**src/rtl/instr_decode_unit_if.sv**
```systemverilog
`default_nettype none
// ============================================================================
//  Module      : instr_decode_unit_if
//  Description : Bundles the IF offer, WB register write port and ID/EX
//                output bus of the decode stage.
//                slave  modport: decode unit (takes IF/WB/EX-ready, drives EX)
//                master modport: environment (drives IF/WB/EX-ready/flush)
//  Ports       : if_valid_i/if_instr_i/if_pc_i, id_ready_o,
//                wb_rd_addr_i/wb_rd_data_i/wb_rd_write_i, ex_ready_i, flush_i,
//                ex_* decoded fields and flags, stall_cnt_o [CNT_W]
//  Revision    : 1.0 - initial release
// ============================================================================
interface instr_decode_unit_if #(
    parameter int CNT_W = 16
) ();
    logic             if_valid_i;
    logic [31:0]      if_instr_i;
    logic [31:0]      if_pc_i;
    logic             id_ready_o;
    logic [4:0]       wb_rd_addr_i;
    logic [31:0]      wb_rd_data_i;
    logic             wb_rd_write_i;
    logic             ex_ready_i;
    logic             flush_i;
    logic             ex_valid_o;
    logic [31:0]      ex_pc_o;
    logic [31:0]      ex_op1_o;
    logic [31:0]      ex_op2_o;
    logic [31:0]      ex_imm_o;
    logic [3:0]       ex_alu_op_o;
    logic [2:0]       ex_func3_o;
    logic             ex_use_imm_o;
    logic             ex_use_pc_o;
    logic             ex_branch_o;
    logic             ex_jump_o;
    logic             ex_read_mem_o;
    logic             ex_write_mem_o;
    logic             ex_use_mem_o;
    logic             ex_write_reg_o;
    logic             ex_illegal_o;
    logic [4:0]       ex_rs1_o;
    logic [4:0]       ex_rs2_o;
    logic [4:0]       ex_rd_o;
    logic [CNT_W-1:0] stall_cnt_o;

    modport slave (
        input  if_valid_i, if_instr_i, if_pc_i,
        input  wb_rd_addr_i, wb_rd_data_i, wb_rd_write_i,
        input  ex_ready_i, flush_i,
        output id_ready_o, ex_valid_o, ex_pc_o, ex_op1_o, ex_op2_o, ex_imm_o,
        output ex_alu_op_o, ex_func3_o, ex_use_imm_o, ex_use_pc_o, ex_branch_o,
        output ex_jump_o, ex_read_mem_o, ex_write_mem_o, ex_use_mem_o,
        output ex_write_reg_o, ex_illegal_o, ex_rs1_o, ex_rs2_o, ex_rd_o,
        output stall_cnt_o
    );

    modport master (
        output if_valid_i, if_instr_i, if_pc_i,
        output wb_rd_addr_i, wb_rd_data_i, wb_rd_write_i,
        output ex_ready_i, flush_i,
        input  id_ready_o, ex_valid_o, ex_pc_o, ex_op1_o, ex_op2_o, ex_imm_o,
        input  ex_alu_op_o, ex_func3_o, ex_use_imm_o, ex_use_pc_o, ex_branch_o,
        input  ex_jump_o, ex_read_mem_o, ex_write_mem_o, ex_use_mem_o,
        input  ex_write_reg_o, ex_illegal_o, ex_rs1_o, ex_rs2_o, ex_rd_o,
        input  stall_cnt_o
    );
endinterface
`default_nettype wire

```
**src/rtl/instr_decode_unit.sv**
```systemverilog
`default_nettype none
// ============================================================================
//  Module      : instr_decode_unit
//  Description : RV32I/E decode stage: register file with optional WB
//                write-through, instruction decoder, load-use bubble
//                insertion and the ID/EX pipeline register.
//  Ports       : clk      - clock, rising edge
//                reset_n  - synchronous active-low reset
//                bus      - instr_decode_unit_if.slave (IF offer, WB write
//                           port, EX handshake/flush, ID/EX outputs)
//  ALU codes   : ADD=0 SUB=1 SLL=2 SLT=3 SLTU=4 XOR=5 SRL=6 SRA=7 OR=8 AND=9
//  Revision    : 1.0 - initial release
// ============================================================================
module instr_decode_unit #(
    parameter int NUM_REGS  = 32,
    parameter int WB_BYPASS = 1,
    parameter int HAZARD_EN = 1,
    parameter int CNT_W     = 16
) (
    input  wire logic         clk,
    input  wire logic         reset_n,
    instr_decode_unit_if.slave bus
);
    localparam int         AW   = $clog2(NUM_REGS);
    localparam logic [5:0] NREG = 6'(NUM_REGS);

    localparam logic [6:0] OP_LUI       = 7'b0110111;
    localparam logic [6:0] OP_AUIPC     = 7'b0010111;
    localparam logic [6:0] OP_JAL       = 7'b1101111;
    localparam logic [6:0] OP_JALR      = 7'b1100111;
    localparam logic [6:0] OP_BRANCH    = 7'b1100011;
    localparam logic [6:0] OP_LOAD      = 7'b0000011;
    localparam logic [6:0] OP_STORE     = 7'b0100011;
    localparam logic [6:0] OP_ARITH_IMM = 7'b0010011;
    localparam logic [6:0] OP_ARITH     = 7'b0110011;

    localparam logic [3:0] ALU_ADD  = 4'd0;
    localparam logic [3:0] ALU_SUB  = 4'd1;
    localparam logic [3:0] ALU_SLL  = 4'd2;
    localparam logic [3:0] ALU_SLT  = 4'd3;
    localparam logic [3:0] ALU_SLTU = 4'd4;
    localparam logic [3:0] ALU_XOR  = 4'd5;
    localparam logic [3:0] ALU_SRL  = 4'd6;
    localparam logic [3:0] ALU_SRA  = 4'd7;
    localparam logic [3:0] ALU_OR   = 4'd8;
    localparam logic [3:0] ALU_AND  = 4'd9;

    // Control flags grouped so a bubble/flush can clear them in one go.
    typedef struct packed {
        logic use_imm;
        logic use_pc;
        logic branch;
        logic jump;
        logic read_mem;
        logic write_mem;
        logic use_mem;
        logic write_reg;
        logic illegal;
    } ctrl_t;

    typedef struct packed {
        logic [31:0] pc;
        logic [31:0] op1;
        logic [31:0] op2;
        logic [31:0] imm;
        logic [3:0]  alu_op;
        logic [2:0]  func3;
        ctrl_t       ctrl;
        logic [4:0]  rs1;
        logic [4:0]  rs2;
        logic [4:0]  rd;
    } ex_t;

    // ------------------------------------------------------------------
    // Register file
    // ------------------------------------------------------------------
    logic [31:0] rf_q [NUM_REGS];
    logic [31:0] rf_d [NUM_REGS];

    logic wb_we;
    assign wb_we = bus.wb_rd_write_i && (bus.wb_rd_addr_i != 5'd0) &&
                   ({1'b0, bus.wb_rd_addr_i} < NREG);

    always_comb begin
        rf_d = rf_q;
        if (wb_we) begin
            rf_d[bus.wb_rd_addr_i[AW-1:0]] = bus.wb_rd_data_i;
        end
    end

    always_ff @(posedge clk) begin
        if (!reset_n) begin
            for (int i = 0; i < NUM_REGS; i++) begin
                rf_q[i] <= '0;
            end
        end else begin
            rf_q <= rf_d;
        end
    end

    // x0 and out-of-range indices read as zero; an in-flight WB write to
    // the same register is forwarded when the bypass is enabled.
    function automatic logic [31:0] rf_read(input logic [4:0] a);
        logic [31:0] r;
        r = '0;
        if (a != 5'd0 && {1'b0, a} < NREG) begin
            if (WB_BYPASS != 0 && wb_we && bus.wb_rd_addr_i == a) begin
                r = bus.wb_rd_data_i;
            end else begin
                r = rf_q[a[AW-1:0]];
            end
        end
        return r;
    endfunction

    // ------------------------------------------------------------------
    // Decode
    // ------------------------------------------------------------------
    logic [31:0] instr;
    logic [6:0]  opcode;
    logic [2:0]  f3;
    logic [4:0]  rs1, rs2, rd;
    logic [31:0] imm_i, imm_s, imm_b, imm_j, imm_u;
    logic        rs1_used, rs2_used;
    logic        known, op1_zero;
    ex_t         dec;

    assign instr  = bus.if_instr_i;
    assign opcode = instr[6:0];
    assign rd     = instr[11:7];
    assign f3     = instr[14:12];
    assign rs1    = instr[19:15];
    assign rs2    = instr[24:20];

    assign imm_i = {{20{instr[31]}}, instr[31:20]};
    assign imm_s = {{20{instr[31]}}, instr[31:25], instr[11:7]};
    assign imm_b = {{19{instr[31]}}, instr[31], instr[7], instr[30:25], instr[11:8], 1'b0};
    assign imm_j = {{11{instr[31]}}, instr[31], instr[19:12], instr[20], instr[30:21], 1'b0};
    assign imm_u = {instr[31:12], 12'b0};

    assign rs1_used = !(opcode == OP_LUI || opcode == OP_AUIPC || opcode == OP_JAL);
    assign rs2_used = (opcode == OP_ARITH) || (opcode == OP_STORE) || (opcode == OP_BRANCH);

    // Subtract only exists in register-register form; the shift-right
    // arithmetic select applies to both register and immediate shifts.
    function automatic logic [3:0] alu_sel(input logic [2:0] fn, input logic b30,
                                           input logic is_reg);
        logic [3:0] a;
        case (fn)
            3'b000:  a = (is_reg && b30) ? ALU_SUB : ALU_ADD;
            3'b001:  a = ALU_SLL;
            3'b010:  a = ALU_SLT;
            3'b011:  a = ALU_SLTU;
            3'b100:  a = ALU_XOR;
            3'b101:  a = b30 ? ALU_SRA : ALU_SRL;
            3'b110:  a = ALU_OR;
            default: a = ALU_AND;
        endcase
        return a;
    endfunction

    always_comb begin
        dec       = '0;
        dec.pc    = bus.if_pc_i;
        dec.func3 = f3;
        dec.rs1   = rs1;
        dec.rs2   = rs2;
        dec.rd    = rd;
        dec.alu_op = ALU_ADD;
        known     = 1'b1;
        op1_zero  = 1'b0;
        case (opcode)
            OP_LUI: begin
                dec.ctrl.write_reg = 1'b1;
                dec.ctrl.use_imm   = 1'b1;
                dec.imm            = imm_u;
                op1_zero           = 1'b1;
            end
            OP_AUIPC: begin
                dec.ctrl.write_reg = 1'b1;
                dec.ctrl.use_pc    = 1'b1;
                dec.ctrl.use_imm   = 1'b1;
                dec.imm            = imm_u;
            end
            OP_JAL: begin
                dec.ctrl.jump      = 1'b1;
                dec.ctrl.write_reg = 1'b1;
                dec.ctrl.use_pc    = 1'b1;
                dec.ctrl.use_imm   = 1'b1;
                dec.imm            = imm_j;
            end
            OP_JALR: begin
                dec.ctrl.jump      = 1'b1;
                dec.ctrl.write_reg = 1'b1;
                dec.ctrl.use_imm   = 1'b1;
                dec.imm            = imm_i;
            end
            OP_LOAD: begin
                dec.ctrl.read_mem  = 1'b1;
                dec.ctrl.use_mem   = 1'b1;
                dec.ctrl.write_reg = 1'b1;
                dec.ctrl.use_imm   = 1'b1;
                dec.imm            = imm_i;
            end
            OP_STORE: begin
                dec.ctrl.write_mem = 1'b1;
                dec.ctrl.use_imm   = 1'b1;
                dec.imm            = imm_s;
            end
            OP_BRANCH: begin
                dec.ctrl.branch    = 1'b1;
                dec.alu_op         = ALU_SUB;
                dec.imm            = imm_b;
            end
            OP_ARITH_IMM: begin
                dec.ctrl.write_reg = 1'b1;
                dec.ctrl.use_imm   = 1'b1;
                dec.imm            = imm_i;
                dec.alu_op         = alu_sel(f3, instr[30], 1'b0);
            end
            OP_ARITH: begin
                dec.ctrl.write_reg = 1'b1;
                dec.alu_op         = alu_sel(f3, instr[30], 1'b1);
            end
            default: known = 1'b0;
        endcase

        dec.op1 = op1_zero ? 32'd0 : rf_read(rs1);
        dec.op2 = rf_read(rs2);

        // Register indices beyond the architectural count only matter for
        // the reduced (RV32E) register file.
        dec.ctrl.illegal = !known || (instr[1:0] != 2'b11) ||
                           (rs1_used && {1'b0, rs1} >= NREG) ||
                           (rs2_used && {1'b0, rs2} >= NREG) ||
                           (dec.ctrl.write_reg && {1'b0, rd} >= NREG);
        if (dec.ctrl.illegal) begin
            dec.ctrl.write_reg = 1'b0;
            dec.ctrl.write_mem = 1'b0;
            dec.ctrl.read_mem  = 1'b0;
            dec.ctrl.branch    = 1'b0;
            dec.ctrl.jump      = 1'b0;
        end
    end

    // ------------------------------------------------------------------
    // ID/EX register, hazard detection and stall counter
    // ------------------------------------------------------------------
    ex_t              ex_q, ex_d;
    logic             valid_q, valid_d;
    logic [CNT_W-1:0] stall_cnt_q, stall_cnt_d;
    logic             load_en, hazard;

    assign load_en = !valid_q || bus.ex_ready_i;
    assign hazard  = (HAZARD_EN != 0) && valid_q && ex_q.ctrl.read_mem &&
                     (ex_q.rd != 5'd0) &&
                     ((rs1_used && ex_q.rd == rs1) || (rs2_used && ex_q.rd == rs2));

    assign bus.id_ready_o = bus.flush_i || (load_en && !hazard);

    always_comb begin
        ex_d        = ex_q;
        valid_d     = valid_q;
        stall_cnt_d = stall_cnt_q;
        if (bus.flush_i) begin
            valid_d = 1'b0;
            ex_d.ctrl = '0;
        end else if (load_en) begin
            if (hazard) begin
                valid_d   = 1'b0;
                ex_d.ctrl = '0;
                if (stall_cnt_q != '1) begin
                    stall_cnt_d = stall_cnt_q + 1'b1;
                end
            end else begin
                ex_d    = dec;
                valid_d = bus.if_valid_i;
            end
        end
    end

    always_ff @(posedge clk) begin
        if (!reset_n) begin
            ex_q        <= '0;
            valid_q     <= 1'b0;
            stall_cnt_q <= '0;
        end else begin
            ex_q        <= ex_d;
            valid_q     <= valid_d;
            stall_cnt_q <= stall_cnt_d;
        end
    end

    assign bus.ex_valid_o     = valid_q;
    assign bus.ex_pc_o        = ex_q.pc;
    assign bus.ex_op1_o       = ex_q.op1;
    assign bus.ex_op2_o       = ex_q.op2;
    assign bus.ex_imm_o       = ex_q.imm;
    assign bus.ex_alu_op_o    = ex_q.alu_op;
    assign bus.ex_func3_o     = ex_q.func3;
    assign bus.ex_use_imm_o   = ex_q.ctrl.use_imm;
    assign bus.ex_use_pc_o    = ex_q.ctrl.use_pc;
    assign bus.ex_branch_o    = ex_q.ctrl.branch;
    assign bus.ex_jump_o      = ex_q.ctrl.jump;
    assign bus.ex_read_mem_o  = ex_q.ctrl.read_mem;
    assign bus.ex_write_mem_o = ex_q.ctrl.write_mem;
    assign bus.ex_use_mem_o   = ex_q.ctrl.use_mem;
    assign bus.ex_write_reg_o = ex_q.ctrl.write_reg;
    assign bus.ex_illegal_o   = ex_q.ctrl.illegal;
    assign bus.ex_rs1_o       = ex_q.rs1;
    assign bus.ex_rs2_o       = ex_q.rs2;
    assign bus.ex_rd_o        = ex_q.rd;
    assign bus.stall_cnt_o    = stall_cnt_q;
endmodule
`default_nettype wire

```
**src/flat_wrapper.sv**
```systemverilog
// flat-port wrapper written by rule: the top's interface ports become plain ports
module instr_decode_unit_flat 
#(
    parameter int NUM_REGS  = 32,
    parameter int WB_BYPASS = 1,
    parameter int HAZARD_EN = 1,
    parameter int CNT_W     = 16
)
  (clk, reset_n, bus_if_valid_i, bus_if_instr_i, bus_if_pc_i, bus_wb_rd_addr_i, bus_wb_rd_data_i, bus_wb_rd_write_i, bus_ex_ready_i, bus_flush_i, bus_id_ready_o, bus_ex_valid_o, bus_ex_pc_o, bus_ex_op1_o, bus_ex_op2_o, bus_ex_imm_o, bus_ex_alu_op_o, bus_ex_func3_o, bus_ex_use_imm_o, bus_ex_use_pc_o, bus_ex_branch_o, bus_ex_jump_o, bus_ex_read_mem_o, bus_ex_write_mem_o, bus_ex_use_mem_o, bus_ex_write_reg_o, bus_ex_illegal_o, bus_ex_rs1_o, bus_ex_rs2_o, bus_ex_rd_o, bus_stall_cnt_o);
  instr_decode_unit_if #(.CNT_W(CNT_W)) bus_i ();
  input  wire logic clk;
  input  wire logic reset_n;
  input wire logic [$bits(bus_i.if_valid_i)-1:0] bus_if_valid_i;
  input wire logic [$bits(bus_i.if_instr_i)-1:0] bus_if_instr_i;
  input wire logic [$bits(bus_i.if_pc_i)-1:0] bus_if_pc_i;
  input wire logic [$bits(bus_i.wb_rd_addr_i)-1:0] bus_wb_rd_addr_i;
  input wire logic [$bits(bus_i.wb_rd_data_i)-1:0] bus_wb_rd_data_i;
  input wire logic [$bits(bus_i.wb_rd_write_i)-1:0] bus_wb_rd_write_i;
  input wire logic [$bits(bus_i.ex_ready_i)-1:0] bus_ex_ready_i;
  input wire logic [$bits(bus_i.flush_i)-1:0] bus_flush_i;
  output wire logic [$bits(bus_i.id_ready_o)-1:0] bus_id_ready_o;
  output wire logic [$bits(bus_i.ex_valid_o)-1:0] bus_ex_valid_o;
  output wire logic [$bits(bus_i.ex_pc_o)-1:0] bus_ex_pc_o;
  output wire logic [$bits(bus_i.ex_op1_o)-1:0] bus_ex_op1_o;
  output wire logic [$bits(bus_i.ex_op2_o)-1:0] bus_ex_op2_o;
  output wire logic [$bits(bus_i.ex_imm_o)-1:0] bus_ex_imm_o;
  output wire logic [$bits(bus_i.ex_alu_op_o)-1:0] bus_ex_alu_op_o;
  output wire logic [$bits(bus_i.ex_func3_o)-1:0] bus_ex_func3_o;
  output wire logic [$bits(bus_i.ex_use_imm_o)-1:0] bus_ex_use_imm_o;
  output wire logic [$bits(bus_i.ex_use_pc_o)-1:0] bus_ex_use_pc_o;
  output wire logic [$bits(bus_i.ex_branch_o)-1:0] bus_ex_branch_o;
  output wire logic [$bits(bus_i.ex_jump_o)-1:0] bus_ex_jump_o;
  output wire logic [$bits(bus_i.ex_read_mem_o)-1:0] bus_ex_read_mem_o;
  output wire logic [$bits(bus_i.ex_write_mem_o)-1:0] bus_ex_write_mem_o;
  output wire logic [$bits(bus_i.ex_use_mem_o)-1:0] bus_ex_use_mem_o;
  output wire logic [$bits(bus_i.ex_write_reg_o)-1:0] bus_ex_write_reg_o;
  output wire logic [$bits(bus_i.ex_illegal_o)-1:0] bus_ex_illegal_o;
  output wire logic [$bits(bus_i.ex_rs1_o)-1:0] bus_ex_rs1_o;
  output wire logic [$bits(bus_i.ex_rs2_o)-1:0] bus_ex_rs2_o;
  output wire logic [$bits(bus_i.ex_rd_o)-1:0] bus_ex_rd_o;
  output wire logic [$bits(bus_i.stall_cnt_o)-1:0] bus_stall_cnt_o;
  assign bus_i.if_valid_i = bus_if_valid_i;
  assign bus_i.if_instr_i = bus_if_instr_i;
  assign bus_i.if_pc_i = bus_if_pc_i;
  assign bus_i.wb_rd_addr_i = bus_wb_rd_addr_i;
  assign bus_i.wb_rd_data_i = bus_wb_rd_data_i;
  assign bus_i.wb_rd_write_i = bus_wb_rd_write_i;
  assign bus_i.ex_ready_i = bus_ex_ready_i;
  assign bus_i.flush_i = bus_flush_i;
  assign bus_id_ready_o = bus_i.id_ready_o;
  assign bus_ex_valid_o = bus_i.ex_valid_o;
  assign bus_ex_pc_o = bus_i.ex_pc_o;
  assign bus_ex_op1_o = bus_i.ex_op1_o;
  assign bus_ex_op2_o = bus_i.ex_op2_o;
  assign bus_ex_imm_o = bus_i.ex_imm_o;
  assign bus_ex_alu_op_o = bus_i.ex_alu_op_o;
  assign bus_ex_func3_o = bus_i.ex_func3_o;
  assign bus_ex_use_imm_o = bus_i.ex_use_imm_o;
  assign bus_ex_use_pc_o = bus_i.ex_use_pc_o;
  assign bus_ex_branch_o = bus_i.ex_branch_o;
  assign bus_ex_jump_o = bus_i.ex_jump_o;
  assign bus_ex_read_mem_o = bus_i.ex_read_mem_o;
  assign bus_ex_write_mem_o = bus_i.ex_write_mem_o;
  assign bus_ex_use_mem_o = bus_i.ex_use_mem_o;
  assign bus_ex_write_reg_o = bus_i.ex_write_reg_o;
  assign bus_ex_illegal_o = bus_i.ex_illegal_o;
  assign bus_ex_rs1_o = bus_i.ex_rs1_o;
  assign bus_ex_rs2_o = bus_i.ex_rs2_o;
  assign bus_ex_rd_o = bus_i.ex_rd_o;
  assign bus_stall_cnt_o = bus_i.stall_cnt_o;
  instr_decode_unit #(.NUM_REGS(NUM_REGS), .WB_BYPASS(WB_BYPASS), .HAZARD_EN(HAZARD_EN), .CNT_W(CNT_W)) u_core (.clk(clk), .reset_n(reset_n), .bus(bus_i));
endmodule
```
**config.mk**
```make
export PLATFORM = sky130hd
export DESIGN_NAME = instr_decode_unit_flat
export DESIGN_NICKNAME = d
export VERILOG_FILES = /design/src/rtl/instr_decode_unit_if.sv /design/src/rtl/instr_decode_unit.sv /design/src/flat_wrapper.sv
export SDC_FILE = /design/constraint.sdc
export NUM_CORES = 2
export LEC_CHECK = 0
export CAP_MARGIN = 20
export CORE_MARGIN = 5
export CORE_UTILIZATION = 60
export DETAILED_ROUTE_END_ITERATION = 10
export PLACE_DENSITY = 0.87
export SLEW_MARGIN = 5
export SYNTH_ARGS = -nofsm -noshare
export SYNTH_HDL_FRONTEND = slang
export SYNTH_SLANG_ARGS = --single-unit
```
**constraint.sdc**
```tcl
create_clock -name clk -period 3.45 [get_ports clk]
set_input_delay 0.5175 -clock clk [delete_from_list [all_inputs] [get_ports clk]]
set_output_delay 0.5175 -clock clk [all_outputs]
set_load 0.05 [all_outputs]
```
==> results.json <==
{
  "syn_area_sq_um": 61100,
  "reg2reg_from": "u_core.bus.ex_rd_o[4]",
  "hp-class": "primary input to register",
  "dp_slack_ns": 0.202,
  "ff2ff_setup_slack_ns": 0.56,
  "violations": "max-slew violations",
  "rsz0062_at_grt": "no",
  "seqCellArea_sq_um": 24000,
  "dp_hpwl_mm": 135,
  "worstSkewPairLatency_ns": 0.74,
  "required_ns": 2.93,
  "vdd_ir_drop_max_v": 0.000482,
  "synth_top_family_by_area": "compound AO/OA/AOI/OAI gates",
  "finalHoldViolCount": 0,
  "muxShareOfSynthArea_pct": 18.6,
  "fillers": 7311,
  "grt_use_total_pct": 40.8,
  "total_leakage_power_nw": 23.5,
  "drtPass1Iterations": 9,
  "seq_area_frac_synth_pct": 39.3,
  "yosysWarnings": 0,
  "end_kind": "primary output",
  "synth_compound_area_share_pct": 20.3,
  "setup_violations": 0,
  "setup_tns_ns": 0,
  "drc": 0,
  "outcome": "finished with violations",
  "cts_root_buf": "clkbuf_16",
  "worstReg2RegEnd": "u_core.bus.ex_op1_o[5]",
  "reg2reg_depth": 9,
  "postSynthAreaPerCell_sq_um": 8.84,
  "synth_cell_type_count": 65,
  "die_w_um": 329,
  "grt_overflow": 0,
  "wl_per_cell_um": 27.7,
  "syn_nets": 7023,
  "layout_commonest_cell": "nand2_1",
  "dp.cells": 8107,
  "synth_xor_area_share_pct": 0.387,
  "synthAdderAreaFrac_pct": 0.0205,
  "io_pins": 284,
  "p_per_area_nw_per_um2": 445,
  "startpoint_type": "register",
  "grt_max_degree": 305,
  "wirelength_mm": 231,
  "grt_pass1_vias": 55600,
  "layout_setup_ws_ns": 0.108,
  "antenna_left": 0,
  "synth_edf_count": 0,
  "whs_ns": 0.173,
  "postSynthCellCount": 6915,
  "cp-endpoint": "bus_id_ready_o",
  "rows": 117,
  "h-tree-depth": 3,
  "drt-initial-drc-count": 10100,
  "cp.arrival_ns": 2.82,
  "final_area_sq_um": 70000,
  "placed_area_sq_um": 65900,
  "via_per_inst": 6.93,
  "grt_pass1_wl_mm": 339,
  "timing.fmax_mhz": 299,
  "synth_ff_type": "dfxtp_1",
  "worst_slew_pin_slew_ns": 1.58,
  "gp_congestion": 0.968,
  "final_nets": 6971,
  "maxSlewViolCount": 110,
  "port_buffers": 283,
  "numCtsBuffers": 121,
  "power.total_mw": 31.1,
  "ys_seq_elements": 1200,
  "drive_above_1_share_pct": 13.9,
  "fp.dieH_um": 329,
  "clk_pin_slew_worst_paths_ns": 0.06,
  "final_util_pct": 69.0,
  "clock_sinks": 1200,
  "vias": 57800,
  "layout_min_cycle_time_ns": 3.34,
  "hold_buffers": 0,
  "cp_max_fo": 5,
  "synth-simple-area-share_pct": 16.7,
  "cts_buffer_depth": 3,
  "skew_ns": 0.0442,
  "mostFrequentLayoutCells": "nand2_1 (2215), dfxtp_1 (1198), a21boi_0 (1054)",
  "period_share_pct": 96.9,
  "slew_headroom_pct": -5.63,
  "core_sq_um": 101000,
  "fin_cells": 8337,
  "critPathLaunch": "u_core.bus.ex_rd_o[4]",
  "fp.dieArea_sq_um": 108000,
  "async_flop_share_pct": 0,
  "path_class": "register to primary output",
  "maxCapViolCount": 0,
  "area_growth_syn_to_layout_pct": 14.4,
  "tritoncts": "done",
  "multiInputGateArea_sq_um": 34500,
  "antenna_found_initial": 16,
  "initial_utilization_pct": 60.3
}
## logic make-up after synthesis
family          after synthesis
flops                      1200
xor+xnor                     27
mux                         683
simple gates               2565
compound gates             1716
buf+inv                     723
fa+ha+maj                     1
## timing repair
action	4_1_cts	5_1_grt
setup endpoints to repair	1	1
resized for setup	3	1
buffers inserted	1	0
## critical path, stage by stage (launching register included)
cell and delay [ns]:
dfxtp_2 0.39, or3_1 0.38, o311a_1 0.39, and4_1 0.25, a31oi_4 0.18, and2_1 0.19
or2_2 0.13, buf_4 0.19
## synthesized netlist by cell type, types with 31 or more instances
master       n  area (sq um)
o21ai_0    171           856
a21oi_1    129           646
a221o_1     62           621
nor4_1      38           238
clkbuf_1   553          2080
a21boi_0  1054          7910
nor2_1     129           484
and2_1      45           282
a22o_1      31           272
buf_1       31           116
a22oi_1    103           773
o22ai_1     64           400
mux4_2     353          7950
mux2_2      98          1100
a221oi_1    62           543
buf_2       98           490
mux2i_1    232          2320
dfxtp_1   1200         24000
nand2_1   2216          8320
## state kept, by name, summed over array words and instances, names as in the netlist, 3 cells and up
register and cells:
u_core.bus.ex_op2_o 32, u_core.bus.ex_imm_o 32, u_core.bus.stall_cnt_o 16, u_core.bus.ex_alu_op_o 4, u_core.bus.ex_rs2_o 5, u_core.bus.ex_op1_o 32
u_core.bus.ex_rs1_o 5, u_core.bus.ex_func3_o 3, u_core.rf_q 1024, u_core.bus.ex_rd_o 5, u_core.bus.ex_pc_o 32
## routing by layer
| metal | GRT usage (%) | part of all wire [%] | vias to the layer above |
|---|---|---|---|
| met5 | 0 | 0.050 | - |
| met1 | 50.1 | 33 | 27100 |
| li1 | - | - | 24000 |
| met4 | 30.0 | 8.8 | 18 |
| met3 | 14.5 | 17 | 1369 |
| met2 | 59.4 | 41 | 5229 |
## area by class of cell
class	instances	share of cell area (%)
tap	1368	2.45
antenna	7	0.0250
inverter	8	0.0429
clock inverter	45	0.655
sequential	1200	34.3
multi-input combinational	4992	49.3
clock buffer	177	5.13
timing repair buffer	540	8.04
## worst min-delay path by stage
stage | from | to | cells after the start
floorplan | u_core.rf_q[1000] | u_core.rf_q[1000] | 1
global placement | u_core.bus.ex_op2_o[30] | u_core.bus.ex_op2_o[30] | 2
detailed placement | u_core.bus.ex_use_mem_o | u_core.bus.ex_use_mem_o | 2
CTS | bus_if_instr_i[18] | u_core.bus.ex_rs1_o[3] | 3
global route | bus_if_instr_i[18] | u_core.bus.ex_rs1_o[3] | 3
finish | bus_if_instr_i[18] | u_core.bus.ex_rs1_o[3] | 3
## report_power, final
part / internal, mW / leakage (nW) / switching [mW] / total [mW]
clock network: 7.77 / 2.03 / 5.75 / 13.5
registers: 14.0 / 9.69 / 0.175 / 14.2
logic: 1.19 / 11.8 / 2.19 / 3.38
Note: power is estimated with default switching activity, not from simulation.
